<file path="src/rtl/id_pkg.sv">
// Shared decode constants and the ID/EX bundle for the MIPS operand-fetch stage.
// Build option: ID_MEM_FWD_EN enables the MEM-stage forwarding path.
package id_pkg;

  localparam int DW = 32;
  localparam int AW = 5;

  localparam int OP_MSB  = 31;
  localparam int OP_LSB  = 26;
  localparam int RS_MSB  = 25;
  localparam int RS_LSB  = 21;
  localparam int RT_MSB  = 20;
  localparam int RT_LSB  = 16;
  localparam int RD_MSB  = 15;
  localparam int RD_LSB  = 11;
  localparam int IMM_MSB = 15;
  localparam int IMM_LSB = 0;

  localparam logic [5:0] OP_SPECIAL = 6'h00;
  localparam logic [5:0] OP_ADDI    = 6'h08;
  localparam logic [5:0] OP_ADDIU   = 6'h09;
  localparam logic [5:0] OP_SLTI    = 6'h0A;
  localparam logic [5:0] OP_SLTIU   = 6'h0B;
  localparam logic [5:0] OP_ANDI    = 6'h0C;
  localparam logic [5:0] OP_ORI     = 6'h0D;
  localparam logic [5:0] OP_XORI    = 6'h0E;
  localparam logic [5:0] OP_LUI     = 6'h0F;

  localparam logic [2:0] CLS_IMM   = 3'b001;
  localparam logic [2:0] CLS_LOAD  = 3'b100;
  localparam logic [2:0] CLS_STORE = 3'b101;

  localparam logic [AW-1:0] REG_ZERO = '0;

  typedef enum logic [1:0] {
    IMM_SEXT,
    IMM_ZEXT,
    IMM_LUI
  } imm_kind_e;

  typedef struct packed {
    logic [DW-1:0] inst;
    logic [DW-1:0] pc;
    logic [DW-1:0] op1;
    logic [DW-1:0] op2;
    logic [DW-1:0] sdata;
    logic          we;
    logic [AW-1:0] waddr;
  } id_ex_t;

  function automatic logic [DW-1:0] ext_imm(
    input logic [15:0] imm,
    input imm_kind_e   kind
  );
    logic [DW-1:0] r;
    unique case (kind)
      IMM_ZEXT: r = {16'h0, imm};
      IMM_LUI:  r = {imm, 16'h0};
      default:  r = {{16{imm[15]}}, imm};
    endcase
    return r;
  endfunction

endpackage

</file>
<file path="src/rtl/id_operand_fetch_fwd_mux.sv">
// One operand's bypass select: zero register, EX result, MEM result, regfile.
// Build option: ID_MEM_FWD_EN enables the MEM-stage source.
module id_fwd_mux
  import id_pkg::*;
(
  input  logic          re_i,
  input  logic [AW-1:0] raddr_i,
  input  logic [DW-1:0] rdata_i,
  input  logic          ex_we_i,
  input  logic [AW-1:0] ex_waddr_i,
  input  logic [DW-1:0] ex_wdata_i,
  input  logic          ex_load_i,
  input  logic          mem_we_i,
  input  logic [AW-1:0] mem_waddr_i,
  input  logic [DW-1:0] mem_wdata_i,
  output logic [DW-1:0] opnd_o,
  output logic          ex_match_o,
  output logic          mem_match_o
);

  logic is_zero;

  assign is_zero     = (raddr_i == REG_ZERO);
  assign ex_match_o  = re_i && !is_zero && ex_we_i
                       && (ex_waddr_i == raddr_i);
  assign mem_match_o = re_i && !is_zero && mem_we_i
                       && (mem_waddr_i == raddr_i);

  always_comb begin
    opnd_o = rdata_i;
    if (is_zero) begin
      opnd_o = '0;
    end else if (ex_match_o && !ex_load_i) begin
      opnd_o = ex_wdata_i;
`ifdef ID_MEM_FWD_EN
    end else if (mem_match_o) begin
      opnd_o = mem_wdata_i;
`endif
    end
  end

`ifndef ID_MEM_FWD_EN
  // MEM producers stall instead; the data port stays for a fixed interface.
  logic unused_mem_wdata;
  assign unused_mem_wdata = ^mem_wdata_i;
`endif

endmodule

</file>
<file path="src/rtl/id_operand_fetch.sv">
// Decode-stage operand fetch: decode, bypass, load-use stall, ID/EX register.
// Build option: ID_MEM_FWD_EN enables MEM forwarding (otherwise MEM hits stall).
module id_operand_fetch
  import id_pkg::*;
(
  input  logic          clk,
  input  logic          rst,
  input  logic          in_valid,
  input  logic [DW-1:0] in_inst,
  input  logic [DW-1:0] in_pc,
  output logic          in_ready,
  output logic          re1,
  output logic [AW-1:0] raddr1,
  output logic          re2,
  output logic [AW-1:0] raddr2,
  input  logic [DW-1:0] rdata1,
  input  logic [DW-1:0] rdata2,
  input  logic          flush,
  input  logic          fwd_ex_we,
  input  logic [AW-1:0] fwd_ex_waddr,
  input  logic [DW-1:0] fwd_ex_wdata,
  input  logic          fwd_ex_load,
  input  logic          fwd_mem_we,
  input  logic [AW-1:0] fwd_mem_waddr,
  input  logic [DW-1:0] fwd_mem_wdata,
  output logic          out_valid,
  input  logic          out_ready,
  output logic [DW-1:0] out_inst,
  output logic [DW-1:0] out_pc,
  output logic [DW-1:0] out_op1,
  output logic [DW-1:0] out_op2,
  output logic [DW-1:0] out_sdata,
  output logic          out_we,
  output logic [AW-1:0] out_waddr
);

  logic [5:0]    op;
  logic [15:0]   imm;
  logic          rd_rs;
  logic          rd_rt;
  logic          wr;
  logic          use_imm;
  logic          is_store;
  logic [AW-1:0] waddr_dec;
  imm_kind_e     kind;

  logic [DW-1:0] opnd1;
  logic [DW-1:0] opnd2;
  logic          ex_m1;
  logic          ex_m2;
  logic          mem_m1;
  logic          mem_m2;
  logic          hazard;
  logic          adv;
  logic          fire;

  id_ex_t        ex_d;
  id_ex_t        ex_q;
  logic          valid_q;

  assign op     = in_inst[OP_MSB:OP_LSB];
  assign imm    = in_inst[IMM_MSB:IMM_LSB];
  assign raddr1 = in_inst[RS_MSB:RS_LSB];
  assign raddr2 = in_inst[RT_MSB:RT_LSB];

  always_comb begin
    rd_rs     = 1'b0;
    rd_rt     = 1'b0;
    wr        = 1'b0;
    use_imm   = 1'b0;
    is_store  = 1'b0;
    waddr_dec = REG_ZERO;
    kind      = IMM_SEXT;
    unique case (1'b1)
      (op == OP_SPECIAL): begin
        rd_rs     = 1'b1;
        rd_rt     = 1'b1;
        wr        = 1'b1;
        waddr_dec = in_inst[RD_MSB:RD_LSB];
      end
      (op[5:3] == CLS_IMM): begin
        rd_rs     = 1'b1;
        wr        = 1'b1;
        use_imm   = 1'b1;
        waddr_dec = in_inst[RT_MSB:RT_LSB];
        if (op == OP_ANDI || op == OP_ORI || op == OP_XORI)
          kind = IMM_ZEXT;
        else if (op == OP_LUI)
          kind = IMM_LUI;
      end
      (op[5:3] == CLS_LOAD): begin
        rd_rs     = 1'b1;
        wr        = 1'b1;
        use_imm   = 1'b1;
        waddr_dec = in_inst[RT_MSB:RT_LSB];
      end
      (op[5:3] == CLS_STORE): begin
        rd_rs    = 1'b1;
        rd_rt    = 1'b1;
        use_imm  = 1'b1;
        is_store = 1'b1;
      end
      default: ;
    endcase
  end

  assign re1 = !rst && in_valid && rd_rs;
  assign re2 = !rst && in_valid && rd_rt;

  id_fwd_mux u_fwd1 (
    .re_i        (re1),
    .raddr_i     (raddr1),
    .rdata_i     (rdata1),
    .ex_we_i     (fwd_ex_we),
    .ex_waddr_i  (fwd_ex_waddr),
    .ex_wdata_i  (fwd_ex_wdata),
    .ex_load_i   (fwd_ex_load),
    .mem_we_i    (fwd_mem_we),
    .mem_waddr_i (fwd_mem_waddr),
    .mem_wdata_i (fwd_mem_wdata),
    .opnd_o      (opnd1),
    .ex_match_o  (ex_m1),
    .mem_match_o (mem_m1)
  );

  id_fwd_mux u_fwd2 (
    .re_i        (re2),
    .raddr_i     (raddr2),
    .rdata_i     (rdata2),
    .ex_we_i     (fwd_ex_we),
    .ex_waddr_i  (fwd_ex_waddr),
    .ex_wdata_i  (fwd_ex_wdata),
    .ex_load_i   (fwd_ex_load),
    .mem_we_i    (fwd_mem_we),
    .mem_waddr_i (fwd_mem_waddr),
    .mem_wdata_i (fwd_mem_wdata),
    .opnd_o      (opnd2),
    .ex_match_o  (ex_m2),
    .mem_match_o (mem_m2)
  );

`ifdef ID_MEM_FWD_EN
  assign hazard = in_valid && fwd_ex_load && (ex_m1 || ex_m2);
`else
  assign hazard = in_valid
                  && ((fwd_ex_load && (ex_m1 || ex_m2))
                      || mem_m1 || mem_m2);
`endif

  assign adv      = !valid_q || out_ready;
  assign in_ready = !rst && adv && !hazard && !flush;
  assign fire     = in_valid && in_ready;

  always_comb begin
    ex_d       = '0;
    ex_d.inst  = in_inst;
    ex_d.pc    = in_pc;
    ex_d.op1   = rd_rs ? opnd1 : '0;
    ex_d.op2   = use_imm ? ext_imm(imm, kind)
               : (rd_rt ? opnd2 : '0);
    ex_d.sdata = is_store ? opnd2 : '0;
    ex_d.we    = wr;
    ex_d.waddr = waddr_dec;
  end

  // Operands are captured only on load; a stall holds them as issued.
  always_ff @(posedge clk or posedge rst) begin
    if (rst) begin
      valid_q <= 1'b0;
      ex_q    <= '0;
    end else if (flush) begin
      valid_q <= 1'b0;
    end else if (adv) begin
      valid_q <= fire;
      if (fire) ex_q <= ex_d;
    end
  end

  assign out_valid = valid_q;
  assign out_inst  = ex_q.inst;
  assign out_pc    = ex_q.pc;
  assign out_op1   = ex_q.op1;
  assign out_op2   = ex_q.op2;
  assign out_sdata = ex_q.sdata;
  assign out_we    = ex_q.we;
  assign out_waddr = ex_q.waddr;

endmodule

</file>
<file path="config.mk">
export PLATFORM = sky130hd
export DESIGN_NAME = id_operand_fetch
export DESIGN_NICKNAME = d
export VERILOG_FILES = /design/src/rtl/id_pkg.sv /design/src/rtl/id_operand_fetch_fwd_mux.sv /design/src/rtl/id_operand_fetch.sv
export SDC_FILE = /design/constraint.sdc
export NUM_CORES = 1
export LEC_CHECK = 0
export CAP_MARGIN = 20
export CELL_PAD_IN_SITES_DETAIL_PLACEMENT = 1
export CELL_PAD_IN_SITES_GLOBAL_PLACEMENT = 1
export CORE_UTILIZATION = 29
export DETAILED_ROUTE_END_ITERATION = 6
export GPL_TIMING_DRIVEN = 0
export PLACE_DENSITY = 0.83
export SLEW_MARGIN = 10
export SYNTH_ARGS = -nofsm -noshare
export SYNTH_HDL_FRONTEND = slang
export SYNTH_SLANG_ARGS = --single-unit
</file>
<file path="constraint.sdc">
create_clock -name clk -period 7.2 [get_ports clk]
set_input_delay 1.44 -clock clk [delete_from_list [all_inputs] [get_ports clk]]
set_output_delay 1.44 -clock clk [all_outputs]
set_load 0.1 [all_outputs]
</file>
* Yosys cells after proc, flatten, opt, wreduce, memory -nomap -nowiden *
Index checks and enable logic that the tools add are counted.

word-level totals
  flip-flop bits (word level) = 167
  latch bits = 0
  bits in writable memories = 0
  bits in read-only memories = 0
  input bits = 210
  output and inout port bits = 180
  memories kept = 0

operators by class
  add/subtract/negate cells = 0
  multiply operators = 0
  div/mod/pow operators = 0
  magnitude comparators = 0
  equal/unequal tests = 13
  shifts and indexed selects = 0
  muxes and demuxes = 20
  bitwise gates (word level) = 1
  reductions and logical operators = 44

operator list
  kind                count
  $mux 32             8
  $pmux 32 s2         1
  $eq 6x4->1 const B  4
  $logic_and 1x1->1   21
  $eq 5x5->1          4
  $logic_not 5->1     2
  $pmux 5 s2          1
  $logic_not 1->1     7
  $mux 1              7
  $eq 3x3->1 const B  2
  $logic_not 6->1     1
  $logic_or 1x1->1    6
  $mux 2              3
  $reduce_or 3->1     2
  $reduce_or 2->1     2
  $reduce_or 4->1     1
  $eq 3x1->1 const B  1
  $reduce_and 3->1    1
  $eq 2x1->1 const B  1
  $eq 2x2->1 const B  1
  $reduce_bool 2->1   1
  $not 1->1           1

* Logic depth before layout (Yosys ltp) *
  depth after elaboration = 18
  gate-level depth with buffers = 9
  gate-level depth less buffers = 6

* Hierarchy *
From an unflattened synthesis, not the netlist that was laid out.

unflattened totals
  cells, all modules = 854
  area total of the unflattened synthesis = 8385.5 um^2

modules (own cells, without submodules)
  module            times used  cells an instance  area an instance (um^2)
  id_operand_fetch  1           584                6924.1
  id_fwd_mux        2           135                730.7

* Least setup slack after synthesis *
OpenSTA, ideal clock, no wires.

  path kind = input to output
  start point = input rst
  end point = output in_ready
  arrival time = 7191 ps
  data required time = 5760 ps
  setup slack = -1431 ps
  cell stages on the path = 4
  path buffers = 0
  cell sequence = inv_1 > nand3_1 > o41ai_4 > nor4_1

between the ends
  word-level cells in the longest chain between the ends = 14
  elaborated cells on any way between the ends = 23

RTL lines
  what                                  line                                                            source
  from (decl)                           id_operand_fetch.sv:7                                           input logic rst,
  $logic_not 1->1 (no source line) *    -
  $logic_and 1x1->1                     id_operand_fetch.sv:107, id_operand_fetch.sv:108
  $logic_and 1x1->1 (on tied branches)  id_operand_fetch.sv:107, id_operand_fetch.sv:108
  $logic_and 1x1->1                     id_operand_fetch_fwd_mux.sv:24, id_operand_fetch_fwd_mux.sv:26
  $logic_and 1x1->1                     id_operand_fetch_fwd_mux.sv:24                                  assign ex_match_o = re_i && !is_zero && ex_we_i
  $logic_and 1x1->1                     id_operand_fetch_fwd_mux.sv:25                                  && (ex_waddr_i == raddr_i);
  $logic_or 1x1->1                      id_operand_fetch.sv:146                                         && ((fwd_ex_load && (ex_m1 || ex_m2))
  $logic_and 1x1->1                     id_operand_fetch.sv:146
  $logic_or 1x1->1 (2 in a row)         id_operand_fetch.sv:147                                         || mem_m1 || mem_m2);
  $logic_and 1x1->1                     id_operand_fetch.sv:146
  $logic_not 1->1                       id_operand_fetch.sv:151                                         assign in_ready = !rst && adv && !hazard && !flush;
  $logic_and 1x1->1 * (2 in a row)      id_operand_fetch.sv:151
  to (decl)                             id_operand_fetch.sv:11                                          output logic in_ready,

Mark *: on every way between the ends. The rest lies on a longest branch, timed or not.

* Worst setup path in the final report *
Same ends and word-level chain as after synthesis.

==> run summary <==
Data on the critical path is required at its endpoint by 5760 ps. For this block, the via count after detailed routing is 8054. Average detailed-routed wire length per instance: 24.0 µm. STA puts the critical path data arrival time at 4780 ps. Counting both buffers and inverters, the worst setup path holds a total of 2. Relative contribution of sequential cells to total power: 0.294. Measured along the x axis, the die boundary spans 178 µm. The path class of the tightest hold or removal check is reg -> reg. The most used flip-flop cell after synthesis is dfrtp_1. The number of filler instances in the final layout is 3263.

The transition time of the tightest slew-check pin works out to 1050 ps. The tree is rooted in a clkbuf_16. By startpoint and endpoint, the worst setup path is classified as in -> out.

Global routing finished with a remaining overflow of 0. The proportion of layout cells with a drive suffix above 1 was 0.180; the largest net degree at the start of global routing was 36. The wire-length estimate of the detail-placed layout is 29.6 mm.

The floorplan step defined a die boundary enclosing 0.0316 mm². The first-pass GRT wire length was 55.8 mm; the CTS sink count was 167. TritonCTS built the clock tree. The congestion estimate from routability-driven global placement came to 0.801. IR analysis of the VDD net gives a maximum drop of 155 µV.

For this design, the slowest cell found on the critical path is clkdlybuf4s50_1. The critical path goes through clkdlybuf4s50_1 > nand3b_1 > nor4_1 > nand4_1 > a21oi_1 > nor4_2 > clkdlybuf4s50_1. Yosys printed 0 warnings.

The number of nets handed over by synthesis was 1021. Once the clock tree was built, the resizer swapped 0 gates to a different size. After layout, the design draws a total of 3960 µW.

The tools report the routed wire length as 38.2 mm. The average instance in the mapped netlist occupies 11.0 µm². The final count of hold timing violations was 0; the H-tree depth reported by CTS was 4.

The final period utilization was 0.864. The flow ran to the end, and the final reports show no timing, DRC or antenna violations. The smallest clock period supported by the final layout is computed as 6220 ps.

Largest area contributor in the synthesized netlist: dfrtp_1. The final antenna-violating net count was 0; the via count of the first global-routing pass was 8655. Post-CTS setup buffer count: 0. The internal power of the cells totals 2080 µW. The post-synthesis compound-gate area fraction was 0.0769; the post-route setup TNS was 0 ps.

The maximum cell stage delay along the critical path is 1010 ps. Global-route track usage on met2: 0.413. The dominant delay contributor by cell family on the critical path was buffers and inverters. The number of buffers inserted by port buffering was 353. Setup repair after global routing left no endpoint under its margin. The tightest slew margin relative to the limit was 0.298. In this run the count of I/O pins placed on the die edge is 390. For this design the static power due to leakage is 0.00579 µW. The run gives 0.235 as the clock power share. The count of unresolved DRC violations after routing came out at 0. For the initial core utilization, the log shows 0.298. Clock-pin slew was measured on the worst setup and hold paths at 70 ps.

By area the synthesized netlist is led by dfrtp_1, mux2_4, nand3_1. Logic depth of the worst register-to-register path: 7. The fraction of met3 tracks used by global routing is 0.0578, and the ratio of total power to cell area is 289 mW/mm². Fraction of synthesis flops using an asynchronous set or reset pin: 1.00. The via density per instance came out at 5.06.

The basic-gate share of the synthesized area counting and, or, nand and nor cells is 0.134. In the final layout, the multi-input gates occupy 0.00433 mm². Row generation in the floorplan step produced 63 rows. The tools report the final design utilization as 0.456. The mapped netlist covers 0.00896 mm². After clock tree synthesis, the flow added hold-fix buffers numbering 0. Yosys mapped a number of flops with a built-in enable equal to 0.

The first-pass detailed-route iteration total was 5; the XOR/XNOR share of the synthesized area was 0.0205. Across all register-to-register paths, the minimum setup slack is 4790 ps. The share of the synthesized area in the top cell type was 0.466. In this run the most critical hold path is launched from out_sdata[12]$_DFFE_PP0P_. The startpoint type of the worst setup path is an input pin.

The run gives 0.466 as the post-synthesis sequential area ratio. The adder and majority gate portion of the synthesized area was 0; the count of mapped cells out of synthesis was 811. In this run the vertical extent of the chip is 178 µm.

The clock arrives with 8.63 ps of skew. The mux contribution to synthesized area came out at 0.250. The synthesized design contains 167 register bits. Hold timing on the final database bottoms out at a slack of 490 ps.

The run gives 996 ps as the worst setup timing slack at the placement stage. In this design, the critical path's most frequently occurring cell is clkdlybuf4s50_1. After the last flow step, the layout net total stands at 1401. For the number of inserted diodes, the log shows 0.

In this run the worst path has a maximum fanout of 6. After layout, the worst setup slack is 980 ps. Summing all flip-flop and latch instances after layout gives 0.00418 mm². The count of cells along the worst hold path works out to 1. The number of antenna violations at the first check in global routing was 0; the proportion of total power due to net switching was 0.474. Clock tree synthesis inserted a total of 17 buffers. The run gives 0.299 as the met1 track demand over resource. Summed over all nets, the switching power comes to 1870 µW.

The run gives 0.242 as the overall global routing resource usage. The area growth from synthesis to layout is 52.9%. Layer with the highest usage: met2. The endpoint with the worst hold slack is out_sdata[12]$_DFFE_PP0P_. The run gives 387 as the DRC violation total after the first TritonRoute iteration. Setup violations remaining at the end of the flow were counted as 0. The endpoint type of the worst setup path is an output port.

The total count of max-transition violations in the final report is 0, and the max-capacitance violation count is 0. The worst register-to-register path ends at out_sdata[31]$_DFFE_PP0P_. Counting along the longest clock path gives a buffer depth of 2. The core area came out at 0.0300 mm². After synthesis, the largest family of logic cells by area is multiplexers. The maximum operating frequency was 0.161 GHz; the clock latency of the later-clocked register in the worst-skew pair was 430 ps.

Logic gate share of total power: 0.471. The reg-to-reg critical path startpoint is out_valid$_DFFE_PP0P_. The run gives 42 as the number of unique standard cell types used by synthesis.
## power by group through the flow
stage	Combinational, µW	Sequential [µW]	Clock [µW]
finish	1860	1160	930
global route	1920	1180	986
CTS	1880	1160	954
detailed placement	1870	1180	0
global placement	1840	1170	0
floorplan	313	2190	0
## cell type report
| cell class | count | share of cell area |
|---|---|---|
| clock inverter | 14 | 0.0101 |
| sequential | 167 | 0.305 |
| buffer | 74 | 0.0321 |
| multi-input combinational | 564 | 0.316 |
| inverter | 6 | 0.00192 |
| clock buffer | 17 | 0.0311 |
| timing repair buffer | 361 | 0.268 |
| tap | 390 | 0.0356 |
## worst reg2reg max path: stages, from the launching register on
cell     delay, ps
dfrtp_1        380
nor2b_1        140
nor2_1         190
o41ai_4        140
nor4_2         580
buf_6          300
buf_6          240
mux2_4         320
## per-layer routing
layer | up-vias | part of all wire | wire length [µm]
met2 | 329 | 0.49 | 18700
li1 | 3629 | - | -
met4 | 0 | 0.025 | 953
met3 | 43 | 0.069 | 2640
met1 | 4053 | 0.42 | 16000
met5 | - | 0 | 0
## sequential cells by signal, indices dropped and copies added, names as in the netlist
name	flops
out_pc	32
out_op1	32
out_inst	32
out_valid	1
out_we	1
out_waddr	5
out_op2	32
out_sdata	32
## cells by family (layout without fill, tap and decap cells)
logic type	after synthesis	after routing
multiplexers	166	166
AND/OR/NAND/NOR	251	251
AO/OA/AOI/OAI	126	126
buffers and inverters	80	472
flip-flops	167	167
XOR/XNOR	21	21
## cells in the mapped netlist, types with 2 or more instances
master / number
nand3_1: 130
inv_1: 6
buf_2: 6
nor4_2: 2
mux2_4: 100
nand2_1: 83
dfrtp_1: 167
a22o_1: 5
a21oi_1: 83
nor3_1: 3
nand4_1: 4
mux2_1: 30
buf_1: 5
nor4b_1: 2
xor2_1: 7
xnor2_1: 14
clkbuf_1: 37
buf_4: 11
o21ai_0: 32
mux2_2: 35
nor4_1: 3
nor2b_1: 2
nor2_1: 11
buf_6: 15
## how the worst max path moves through the flow
stage	slack, ps	cells past startpoint	end	start
floorplan	-330	4	in_ready	rst
global placement	-2170	6	in_ready	rst
detailed placement	1000	7	in_ready	in_inst[26]
CTS	990	7	in_ready	in_inst[26]
global route	780	7	in_ready	rst
finish	980	7	in_ready	rst
## cells in the final DEF (no fill, tap or decap), types with 3 or more instances in the layout
cell type        count
o21ai_0             32
mux2_4             100
clkdlybuf4s50_1    353
nand3_1            130
dfrtp_1            167
buf_1                5
inv_1                5
nor4_2               3
buf_12               4
mux2_2              35
nand4_1              4
buf_2                7
xor2_1               7
nor2_1              11
a21oi_1             83
clkbuf_1            37
mux2_1              30
nand2_1             83
a22o_1               5
nor3_1               3
inv_6                6
clkinvlp_4           3
buf_4               11
clkbuf_16           17
buf_6               15
xnor2_1             14
## stage by stage
| step | instances | instance area (µm²) |
|---|---|---|
| after global placement | 1554 | 13000 |
| after floorplan | 811 | 8970 |
| after detailed placement | 1561 | 13100 |
| final | 1593 | 13700 |
| after CTS | 1592 | 13700 |
| after global routing | 1593 | 13700 |
Power figures use the tool's default switching activity.
